--- src/rtl/dmem_burst_if.sv ---
// Request/write/read streams plus the Data_Memory address/data/RW bus for dmem_burst_master.
// The err signal exists only when DMEM_BURST_BOUNDS_EN is defined.
interface dmem_burst_if #(
   parameter int AW  = 8,
   parameter int DW  = 8,
   parameter int RDW = 17
);
   logic           req_valid;
   logic           req_ready;
   logic           req_write;
   logic [AW-1:0]  req_addr;
   logic [AW-1:0]  req_len;
   logic [DW-1:0]  wr_data;
   logic           wr_valid;
   logic           wr_ready;
   logic [RDW-1:0] rd_data;
   logic           rd_valid;
   logic           busy;
   logic           done;
   logic [AW-1:0]  mem_addr;
   logic [DW-1:0]  mem_din;
   logic           mem_rw;
   logic [RDW-1:0] mem_dout;
`ifdef DMEM_BURST_BOUNDS_EN
   logic           err;
`endif

   modport master (
      input  req_valid, req_write, req_addr, req_len, wr_data, wr_valid, mem_dout,
      output req_ready, wr_ready, rd_data, rd_valid, busy, done, mem_addr, mem_din, mem_rw
`ifdef DMEM_BURST_BOUNDS_EN
      , output err
`endif
   );

   modport slave (
      output req_valid, req_write, req_addr, req_len, wr_data, wr_valid, mem_dout,
      input  req_ready, wr_ready, rd_data, rd_valid, busy, done, mem_addr, mem_din, mem_rw
`ifdef DMEM_BURST_BOUNDS_EN
      , input err
`endif
   );
endinterface

--- src/rtl/dmem_burst_master.sv ---
// Burst load/store initiator for Data_Memory; all outputs registered.
// DMEM_BURST_BOUNDS_EN: reject bursts crossing the top of the address space (err + done, no access).
//   IDLE     | ready for a request
//   WR_WAIT  | waiting for a store beat on wr_valid
//   WR_PULSE | mem_rw high for one cycle
//   RD_WAIT  | address stable, waiting RD_LAT cycles
//   RD_CAP   | capture mem_dout, strobe rd_valid
//   DONE     | done strobe, back to IDLE next
module dmem_burst_master #(
   parameter int AW     = 8,
   parameter int DW     = 8,
   parameter int RDW    = 17,
   parameter int RD_LAT = 1
) (
   input  logic         clk,
   input  logic         rst,
   dmem_burst_if.master bus
);

   typedef enum logic [2:0] {IDLE, WR_WAIT, WR_PULSE, RD_WAIT, RD_CAP, DONE} state_t;

   localparam logic [1:0] TMR_INIT = 2'(RD_LAT - 1);

   state_t         state_q, state_d;
   logic [AW-1:0]  cur_addr_q, cur_addr_d;
   logic [AW-1:0]  cnt_q, cnt_d;
   logic [1:0]     tmr_q, tmr_d;
   logic           req_ready_q, req_ready_d;
   logic           busy_q, busy_d;
   logic           wr_ready_q, wr_ready_d;
   logic [RDW-1:0] rd_data_q, rd_data_d;
   logic           rd_valid_q, rd_valid_d;
   logic           done_q, done_d;
   logic [AW-1:0]  mem_addr_q, mem_addr_d;
   logic [DW-1:0]  mem_din_q, mem_din_d;
   logic           mem_rw_q, mem_rw_d;
   logic           oob;

`ifdef DMEM_BURST_BOUNDS_EN
   logic           err_q, err_d;
   logic [AW:0]    end_addr;

   assign end_addr = {1'b0, bus.req_addr} + {1'b0, bus.req_len};
   assign oob      = end_addr[AW];
`else
   assign oob      = 1'b0;
`endif

   always_comb begin
      state_d     = state_q;
      cur_addr_d  = cur_addr_q;
      cnt_d       = cnt_q;
      tmr_d       = tmr_q;
      req_ready_d = req_ready_q;
      busy_d      = busy_q;
      wr_ready_d  = wr_ready_q;
      rd_data_d   = rd_data_q;
      rd_valid_d  = 1'b0;
      done_d      = 1'b0;
      mem_addr_d  = mem_addr_q;
      mem_din_d   = mem_din_q;
      mem_rw_d    = 1'b0;
`ifdef DMEM_BURST_BOUNDS_EN
      err_d       = 1'b0;
`endif
      case (state_q)
         IDLE: begin
            if (bus.req_valid) begin
               cur_addr_d  = bus.req_addr;
               cnt_d       = bus.req_len;
               req_ready_d = 1'b0;
               busy_d      = 1'b1;
               if (oob) begin
                  state_d = DONE;
                  done_d  = 1'b1;
`ifdef DMEM_BURST_BOUNDS_EN
                  err_d   = 1'b1;
`endif
               end else if (bus.req_write) begin
                  state_d    = WR_WAIT;
                  wr_ready_d = 1'b1;
               end else begin
                  state_d    = RD_WAIT;
                  mem_addr_d = bus.req_addr;
                  tmr_d      = TMR_INIT;
               end
            end
         end
         WR_WAIT: begin
            if (bus.wr_valid) begin
               state_d    = WR_PULSE;
               wr_ready_d = 1'b0;
               mem_addr_d = cur_addr_q;
               mem_din_d  = bus.wr_data;
               mem_rw_d   = 1'b1;
            end
         end
         WR_PULSE: begin
            // mem_addr/mem_din keep their values past the pulse for hold time
            cur_addr_d = cur_addr_q + AW'(1);
            if (cnt_q == '0) begin
               state_d = DONE;
               done_d  = 1'b1;
            end else begin
               cnt_d      = cnt_q - AW'(1);
               state_d    = WR_WAIT;
               wr_ready_d = 1'b1;
            end
         end
         RD_WAIT: begin
            if (tmr_q == '0) state_d = RD_CAP;
            else             tmr_d   = tmr_q - 2'd1;
         end
         RD_CAP: begin
            rd_data_d  = bus.mem_dout;
            rd_valid_d = 1'b1;
            cur_addr_d = cur_addr_q + AW'(1);
            if (cnt_q == '0) begin
               state_d = DONE;
               done_d  = 1'b1;
            end else begin
               cnt_d      = cnt_q - AW'(1);
               state_d    = RD_WAIT;
               mem_addr_d = cur_addr_q + AW'(1);
               tmr_d      = TMR_INIT;
            end
         end
         DONE: begin
            state_d     = IDLE;
            busy_d      = 1'b0;
            req_ready_d = 1'b1;
         end
         default: state_d = IDLE;
      endcase
   end

   always_ff @(posedge clk or posedge rst) begin
      if (rst) begin
         state_q     <= IDLE;
         cur_addr_q  <= '0;
         cnt_q       <= '0;
         tmr_q       <= '0;
         req_ready_q <= 1'b1;
         busy_q      <= 1'b0;
         wr_ready_q  <= 1'b0;
         rd_data_q   <= '0;
         rd_valid_q  <= 1'b0;
         done_q      <= 1'b0;
         mem_addr_q  <= '0;
         mem_din_q   <= '0;
         mem_rw_q    <= 1'b0;
`ifdef DMEM_BURST_BOUNDS_EN
         err_q       <= 1'b0;
`endif
      end else begin
         state_q     <= state_d;
         cur_addr_q  <= cur_addr_d;
         cnt_q       <= cnt_d;
         tmr_q       <= tmr_d;
         req_ready_q <= req_ready_d;
         busy_q      <= busy_d;
         wr_ready_q  <= wr_ready_d;
         rd_data_q   <= rd_data_d;
         rd_valid_q  <= rd_valid_d;
         done_q      <= done_d;
         mem_addr_q  <= mem_addr_d;
         mem_din_q   <= mem_din_d;
         mem_rw_q    <= mem_rw_d;
`ifdef DMEM_BURST_BOUNDS_EN
         err_q       <= err_d;
`endif
      end
   end

   assign bus.req_ready = req_ready_q;
   assign bus.busy      = busy_q;
   assign bus.wr_ready  = wr_ready_q;
   assign bus.rd_data   = rd_data_q;
   assign bus.rd_valid  = rd_valid_q;
   assign bus.done      = done_q;
   assign bus.mem_addr  = mem_addr_q;
   assign bus.mem_din   = mem_din_q;
   assign bus.mem_rw    = mem_rw_q;
`ifdef DMEM_BURST_BOUNDS_EN
   assign bus.err       = err_q;
`endif

endmodule

--- src/flat_wrapper.sv ---
// flat-port wrapper written by rule: the top's interface ports become plain ports
module dmem_burst_master_flat 
#(
   parameter int AW     = 8,
   parameter int DW     = 8,
   parameter int RDW    = 17,
   parameter int RD_LAT = 1
)
  (clk, rst, bus_req_valid, bus_req_write, bus_req_addr, bus_req_len, bus_wr_data, bus_wr_valid, bus_mem_dout, bus_req_ready, bus_wr_ready, bus_rd_data, bus_rd_valid, bus_busy, bus_done, bus_mem_addr, bus_mem_din, bus_mem_rw);
  dmem_burst_if #(.AW(AW), .DW(DW), .RDW(RDW)) bus_i ();
  input  logic clk;
  input  logic rst;
  input wire logic [$bits(bus_i.req_valid)-1:0] bus_req_valid;
  input wire logic [$bits(bus_i.req_write)-1:0] bus_req_write;
  input wire logic [$bits(bus_i.req_addr)-1:0] bus_req_addr;
  input wire logic [$bits(bus_i.req_len)-1:0] bus_req_len;
  input wire logic [$bits(bus_i.wr_data)-1:0] bus_wr_data;
  input wire logic [$bits(bus_i.wr_valid)-1:0] bus_wr_valid;
  input wire logic [$bits(bus_i.mem_dout)-1:0] bus_mem_dout;
  output wire logic [$bits(bus_i.req_ready)-1:0] bus_req_ready;
  output wire logic [$bits(bus_i.wr_ready)-1:0] bus_wr_ready;
  output wire logic [$bits(bus_i.rd_data)-1:0] bus_rd_data;
  output wire logic [$bits(bus_i.rd_valid)-1:0] bus_rd_valid;
  output wire logic [$bits(bus_i.busy)-1:0] bus_busy;
  output wire logic [$bits(bus_i.done)-1:0] bus_done;
  output wire logic [$bits(bus_i.mem_addr)-1:0] bus_mem_addr;
  output wire logic [$bits(bus_i.mem_din)-1:0] bus_mem_din;
  output wire logic [$bits(bus_i.mem_rw)-1:0] bus_mem_rw;
  assign bus_i.req_valid = bus_req_valid;
  assign bus_i.req_write = bus_req_write;
  assign bus_i.req_addr = bus_req_addr;
  assign bus_i.req_len = bus_req_len;
  assign bus_i.wr_data = bus_wr_data;
  assign bus_i.wr_valid = bus_wr_valid;
  assign bus_i.mem_dout = bus_mem_dout;
  assign bus_req_ready = bus_i.req_ready;
  assign bus_wr_ready = bus_i.wr_ready;
  assign bus_rd_data = bus_i.rd_data;
  assign bus_rd_valid = bus_i.rd_valid;
  assign bus_busy = bus_i.busy;
  assign bus_done = bus_i.done;
  assign bus_mem_addr = bus_i.mem_addr;
  assign bus_mem_din = bus_i.mem_din;
  assign bus_mem_rw = bus_i.mem_rw;
  dmem_burst_master #(.AW(AW), .DW(DW), .RDW(RDW), .RD_LAT(RD_LAT)) u_core (.clk(clk), .rst(rst), .bus(bus_i));
endmodule
--- config.mk ---
export PLATFORM = sky130hd
export DESIGN_NAME = dmem_burst_master_flat
export DESIGN_NICKNAME = d
export VERILOG_FILES = /design/src/rtl/dmem_burst_if.sv /design/src/rtl/dmem_burst_master.sv /design/src/flat_wrapper.sv
export SDC_FILE = /design/constraint.sdc
export NUM_CORES = 1
export LEC_CHECK = 0
export ABC_AREA = 1
export CAP_MARGIN = 15
export CORE_MARGIN = 2
export CORE_UTILIZATION = 25
export CTS_BUF_LIST = sky130_fd_sc_hd__clkbuf_8
export DETAILED_ROUTE_END_ITERATION = 8
export GPL_TIMING_DRIVEN = 1
export PLACE_DENSITY = 0.58
export SLEW_MARGIN = 20
export SYNTH_ARGS = -nofsm -noshare
export SYNTH_HDL_FRONTEND = slang
export SYNTH_SLANG_ARGS = --single-unit
--- constraint.sdc ---
create_clock -name clk -period 2.4 [get_ports clk]
set_input_delay 0.36 -clock clk [delete_from_list [all_inputs] [get_ports clk]]
set_output_delay 0.36 -clock clk [all_outputs]
set_load 0.005 [all_outputs]
Yosys cells after proc, flatten, opt, wreduce, memory -nomap -nowiden
Cells that the tools add are included.
{"block": "op_classes", "add_sub_neg": 3, "n_eq_ne": 14, "n_mux": 36, "reduce_logical": 17}
{"operator": "8-bit 2-to-1 mux", "n": 7}
{"operator": "8-bit case mux with 2 select lines", "n": 2}
{"operator": "8-bit case mux with 3 select lines", "n": 1}
{"operator": "2-bit != test (second input constant)", "n": 8}
{"operator": "3-bit 2-to-1 mux", "n": 5}
{"operator": "3-bit case mux with 5 select lines", "n": 1}
{"operator": "5-bit AND reduction", "n": 3}
{"operator": "1-bit 2-to-1 mux", "n": 11}
{"operator": "2-bit 2-to-1 mux", "n": 5}
{"operator": "3-bit nonzero test", "n": 3}
{"operator": "8-bit by 1-bit adder with 8-bit output (second input constant)", "n": 1}
{"operator": "8-bit zero test", "n": 1}
{"operator": "8-bit by 1-bit subtractor with 8-bit output (second input constant)", "n": 1}
{"operator": "3-bit by 2-bit equality test with 1-bit output (second input constant)", "n": 2}
{"operator": "3-bit equality test (second input constant)", "n": 2}
{"operator": "2-bit case mux with 3 select lines", "n": 1}
{"operator": "2-bit AND reduction", "n": 3}
{"operator": "3-bit AND reduction", "n": 2}
{"operator": "1-bit case mux with 2 select lines", "n": 2}
{"operator": "2-bit nonzero test", "n": 2}
{"operator": "3-bit by 1-bit equality test with 1-bit output (second input constant)", "n": 1}
{"operator": "3-bit zero test", "n": 1}
{"operator": "1-bit case mux with 3 select lines", "n": 1}
{"operator": "2-bit zero test", "n": 1}
{"operator": "other kinds (3)", "n": 3}
{"block": "word_totals", "ff_bits": 60, "input_bits": 46, "out_inout_bits": 39}

Logic depth before layout (Yosys ltp)
{"block": "logic_depth", "ltp_word": 4, "depth_mapped": 10, "ltp_nobuf": 9}

Worst setup path after synthesis
No wires, ideal clock.
{"block": "synth_path", "path_type": "register to register", "from": "register u_core.cnt_q[0]", "to": "register u_core.cnt_q[0]", "slack_ns": 1.018, "period_less_slack_ns": 1.382, "n_path_buf": 0, "stages_incl_launch_ff": 10, "arrival_time_ns": 1.259, "path_cell_list": "dfrtp_1 -> inv_1 -> ha_1 -> nand3_1 -> nor2_2 -> nand2_2 -> nand2_4 -> inv_4 -> nand2_1 -> o21ai_1"}
{"block": "synth_between", "elab_chain_len": 3}
{"item": "start, declared", "line_no": "dmem_burst_master.sv:26", "source": "logic [AW-1:0] cnt_q, cnt_d;"}
{"item": "start signal, assigned", "line_no": "dmem_burst_master.sv:158", "source": "cnt_q <= cnt_d;"}
{"item": "8-bit by 1-bit subtractor with 8-bit output / 8-bit zero test (equally long branches)"}
{"item": "8-bit 2-to-1 mux / 2-bit != test (equally long branches)"}
{"item": "8-bit case mux with 2 select lines / 3-bit AND reduction (equally long branches)"}
Parallel ways exist; a longest one is shown, timed or not. The select of a mux whose other input is x is not followed.
A chain may end at the register's enable or synchronous reset.

Worst setup path after layout
{"block": "layout_path", "from": "register u_core.state_q[0]", "to": "register u_core.rd_data_q[11], in the netlist u_core.bus.rd_data[11]"}
{"block": "layout_between", "elab_chain_len": 1}
{"item": "start, declared", "line_no": "dmem_burst_master.sv:24", "source": "state_t state_q, state_d;"}
{"item": "start signal, assigned", "line_no": "dmem_burst_master.sv:156", "source": "state_q <= state_d;"}
{"item": "3-bit equality test", "line_no": "dmem_burst_master.sv:66", "source": "case (state_q)"}
{"item": "end signal, assigned", "line_no": "dmem_burst_master.sv:163", "source": "rd_data_q <= rd_data_d;"}
{"item": "end, declared", "line_no": "dmem_burst_master.sv:31", "source": "logic [RDW-1:0] rd_data_q, rd_data_d;"}
No other way between the ends.

==> results.py <==
metrics = {
    "logic_synthesis": {
        "post_synth_and_or_nand_nor_area_fraction_pct": 36.77,
        "synth.distinct_cells": 33,
        "postSynthCellCount": 417,
        "synth_top_family_by_area": "simple AND/OR/NAND/NOR gates",
        "synthesized_netlist_net_count": 467,
        "netlist_top_cells_area": "sky130_fd_sc_hd__dfrtp_1 46%, sky130_fd_sc_hd__nand2_1 22%, sky130_fd_sc_hd__nand3_1 4.5%",
        "syn-cell-area_um2": 3202,
        "yosys.area.top_type": "sky130_fd_sc_hd__dfrtp_1",
        "synth.top_cell.area_share_pct": 46.11,
        "synth_fa_ha_area_share_pct": 1.563,
        "synth-seq-cells": 60,
        "yosysWarnings": 0,
        "post_synth.cell_area_avg_um2": 7.678,
        "synth-compound-area-share_pct": 6.800,
        "yosys.area_share.xor_xnor_pct": 0.5471,
        "muxShareOfSynthArea_pct": 0,
        "sequential_fraction_of_the_synthesis_area_pct": 46.93,
    },
    "sta": {
        "fmaxAchievable_ghz": 0.5591,
        "final_period_minus_worst_setup_slack_ps": 1789,
        "final_min_period_over_clock_period_pct": 74.52,
        "total_setup_violations_reported_at_the_end_of_the_flow": 0,
        "max_slew_margin_pct": 53.83,
        "slew_violations": 0,
        "hold_slack_ps": 391.7,
        "worst_clock_skew_ps": 11.71,
        "unrepaired_setup_endpoints_after_global_routing": "false",
        "finalHoldViolations": 0,
        "setup_slack_ps": 611.5,
        "sum_neg_setup_slack_ps": 0,
        "worstMarginPinSlew_ps": 691.8,
    },
    "global_route": {
        "grt_overflow_total": 0,
        "globalRouteTotalUtil_pct": 12.62,
        "grt_pass1_wl_mm": 13.37,
        "grt_pass1_vias": 2813,
        "grt_start_max_net_pins": 61,
        "initial_antenna_violation_count": 0,
    },
    "finish": {
        "multiInputGateArea_um2": 1463,
        "layout.cells.most_common_list": "188 x sky130_fd_sc_hd__nand2_1, 84 x sky130_fd_sc_hd__clkdlybuf4s50_1, 59 x sky130_fd_sc_hd__dfrtp_1",
        "layout.filler_cells": 1324,
        "post_layout_net_count": 556,
        "share_of_cells_above_drive_strength_1_pct": 10.76,
        "syn2layout_area_growth_pct": 37.63,
        "finalCoreUtilization_pct": 35.06,
        "antenna_cells_inserted": 0,
        "layout.cell_area.non_filler_um2": 4407,
        "regArea_um2": 1503,
        "layout_commonest_cell": "sky130_fd_sc_hd__nand2_1",
    },
    "place": {
        "gp_routability_congestion": 0.7932,
        "hpwlAfterDp_mm": 6.112,
        "io_buffer_count": 84,
        "dp_slack_ps": 576.1,
        "detailed_place.area_um2": 4205,
    },
    "clock_tree": {
        "cts-hold-fix-buffers": 0,
        "cts_tree": "built",
        "clk_latency_ps": 340,
        "cts_buffers": 9,
        "clock_sinks": 60,
        "setup_buffers_after_cts": 0,
        "ctsHtreeMaxLevel": 3,
        "cts.clk_slew.worst_paths_ps": 70,
        "max-clock-path-buffers": 2,
        "cts.root.buffer_cell": "sky130_fd_sc_hd__clkbuf_8",
        "post_cts_resized": 0,
    },
    "setup_path": {
        "timing.critical_path.slowest_stage_cell": "sky130_fd_sc_hd__nor2_2",
        "setup.worst_path.start_class": "register",
        "worstSetupEndpointType": "register",
        "critical_path.max_stage_delay_ps": 540,
        "worst_ep_arrival_time_ps": 2070,
        "critical_path_class": "reg2reg",
        "timing.critical_path.fanout_max": 18,
        "cp_num_buf_inv": 2,
        "critical_path.cell_chain": "inv_1 -> nand2_2 -> nor2_2 -> buf_4 -> nand2_1 -> nand2_1",
        "cp.required_ps": 2690,
        "path_delay_family": "simple AND/OR/NAND/NOR gates",
        "crit_top_cell": "sky130_fd_sc_hd__nand2_1",
    },
    "floorplanning": {
        "starting_density_pct": 25.48,
        "floorplan.die.width_um": 117.2,
        "placementRows": 41,
        "boundaryPins": 85,
        "die_area_um2": 13730,
        "core_region_area_um2": 12570,
        "die_height_um": 117.2,
    },
    "detailed_routing": {
        "detail_route.iter0.violations": 139,
        "avgViaCountPerCell": 4.249,
        "drc": 0,
        "drt_total_wl_mm": 8.259,
        "number_of_nets_with_antenna_violations_after_routing": 0,
        "wl_per_cell_um": 12.09,
        "routed-via-count": 2902,
        "drt_pre_antenna_iters": 4,
    },
    "power": {
        "p_leak_nw": 2.131,
        "power.density_nw_per_um2": 1349,
        "vdd_ir_drop_max_uv": 369.7,
    },
    "worst_hold_path": {
        "worst_hold_path_type": "in2async",
    },
    "flow_run": {
        "max_cap_viol_count": 0,
    },
    "outcome": {
        "run_status": "completed",
    },
}
## final timing paths
| check | start | endpoint | slack, ps | cells past startpoint |
|---|---|---|---|---|
| worst max-delay path | u_core.state_q[0] | u_core.bus.rd_data[11] | 610 | 6 |
| worst min-delay path | rst | u_core.bus.rd_valid | 390 | 3 |
| worst max register to register | u_core.state_q[0] | u_core.bus.rd_data[11] | 610 | 6 |
| worst min register to register | u_core.bus.mem_din[7] | u_core.bus.mem_din[7] | 470 | 2 |
| max in group asynchronous | rst | u_core.bus.req_ready | 1700 | 3 |
| min in group clk | u_core.bus.mem_din[7] | u_core.bus.mem_din[7] | 470 | 2 |
## Yosys cell counts
library cell	instances
sky130_fd_sc_hd__a21boi_0	1
sky130_fd_sc_hd__a21o_1	1
sky130_fd_sc_hd__a21oi_1	11
sky130_fd_sc_hd__a21oi_2	4
sky130_fd_sc_hd__buf_12	1
sky130_fd_sc_hd__buf_2	3
sky130_fd_sc_hd__buf_4	1
sky130_fd_sc_hd__buf_6	4
sky130_fd_sc_hd__dfrtp_1	59
sky130_fd_sc_hd__dfstp_2	1
sky130_fd_sc_hd__ha_1	4
sky130_fd_sc_hd__inv_1	31
sky130_fd_sc_hd__inv_2	3
sky130_fd_sc_hd__inv_4	2
sky130_fd_sc_hd__inv_6	1
sky130_fd_sc_hd__nand2_1	188
sky130_fd_sc_hd__nand2_2	5
sky130_fd_sc_hd__nand2_4	4
sky130_fd_sc_hd__nand3_1	29
sky130_fd_sc_hd__nand3_2	7
sky130_fd_sc_hd__nand4_1	2
sky130_fd_sc_hd__nor2_1	22
sky130_fd_sc_hd__nor2_2	5
sky130_fd_sc_hd__nor2_4	2
sky130_fd_sc_hd__nor2_8	1
sky130_fd_sc_hd__nor3_1	1
sky130_fd_sc_hd__o21a_1	1
sky130_fd_sc_hd__o21ai_0	8
sky130_fd_sc_hd__o21ai_1	10
sky130_fd_sc_hd__o21bai_1	2
sky130_fd_sc_hd__or2_0	1
sky130_fd_sc_hd__xnor2_1	1
sky130_fd_sc_hd__xor2_1	1
## area by class of cell
class	count	area share (%)
timing repair buffer	87	19.88
clock inverter	6	1.448
sequential	60	34.10
clock buffer	10	3.123
inverter	37	3.379
multi-input combinational	311	33.19
tap	172	4.884
## power breakdown
| group | internal, W | leakage (nW) | switching [W] |
|---|---|---|---|
| logic | 0.00137 | 1.31 | 0.00176 |
| registers | 0.00152 | 0.728 | 0.000368 |
| clock network | 0.000505 | 0.0983 | 0.000422 |
## tightest hold or removal path, cell delays in order
cell                              delay, ps
sky130_fd_sc_hd__clkdlybuf4s50_1        410
sky130_fd_sc_hd__inv_2                   70
sky130_fd_sc_hd__buf_12                 290
## metal layers
layer / track usage, % / part of all wire [%] / vias to the layer above / wire length (µm)
met5: 0 / 0 / - / 0
met4: 4.078 / 1.4 / 0 / 112
met3: 4.222 / 5.0 / 9 / 413
met2: 20.04 / 48 / 70 / 3977
met1: 16.24 / 45 / 1333 / 3756
li1: - / - / 1490 / -
## cell families (layout without fill, tap and decap cells)
group / after synthesis / in the layout
xor+xnor: 2 / 2
flops: 60 / 60
compound gates: 38 / 38
buf+inv: 46 / 140
fa+ha+maj: 4 / 4
simple gates: 267 / 267
## through the flow
| stage | power [W] | cells |
|---|---|---|
| floorplan | 0.003918 | 417 |
| global placement | 0.004997 | 667 |
| detailed placement | 0.005072 | 667 |
| CTS | 0.006034 | 683 |
| global route | 0.006563 | 683 |
| finish | 0.005944 | 683 |
## registers in the layout, indices dropped and copies added, names as in the netlist, 2 cells and up
| register | count |
|---|---|
| u_core.bus.rd_data | 17 |
| u_core.bus.mem_addr | 8 |
| u_core.bus.mem_din | 8 |
| u_core.cnt_q | 8 |
| u_core.cur_addr_q | 8 |
| u_core.state_q | 3 |
| u_core.tmr_q | 2 |
Power figures use the tool's default switching activity.
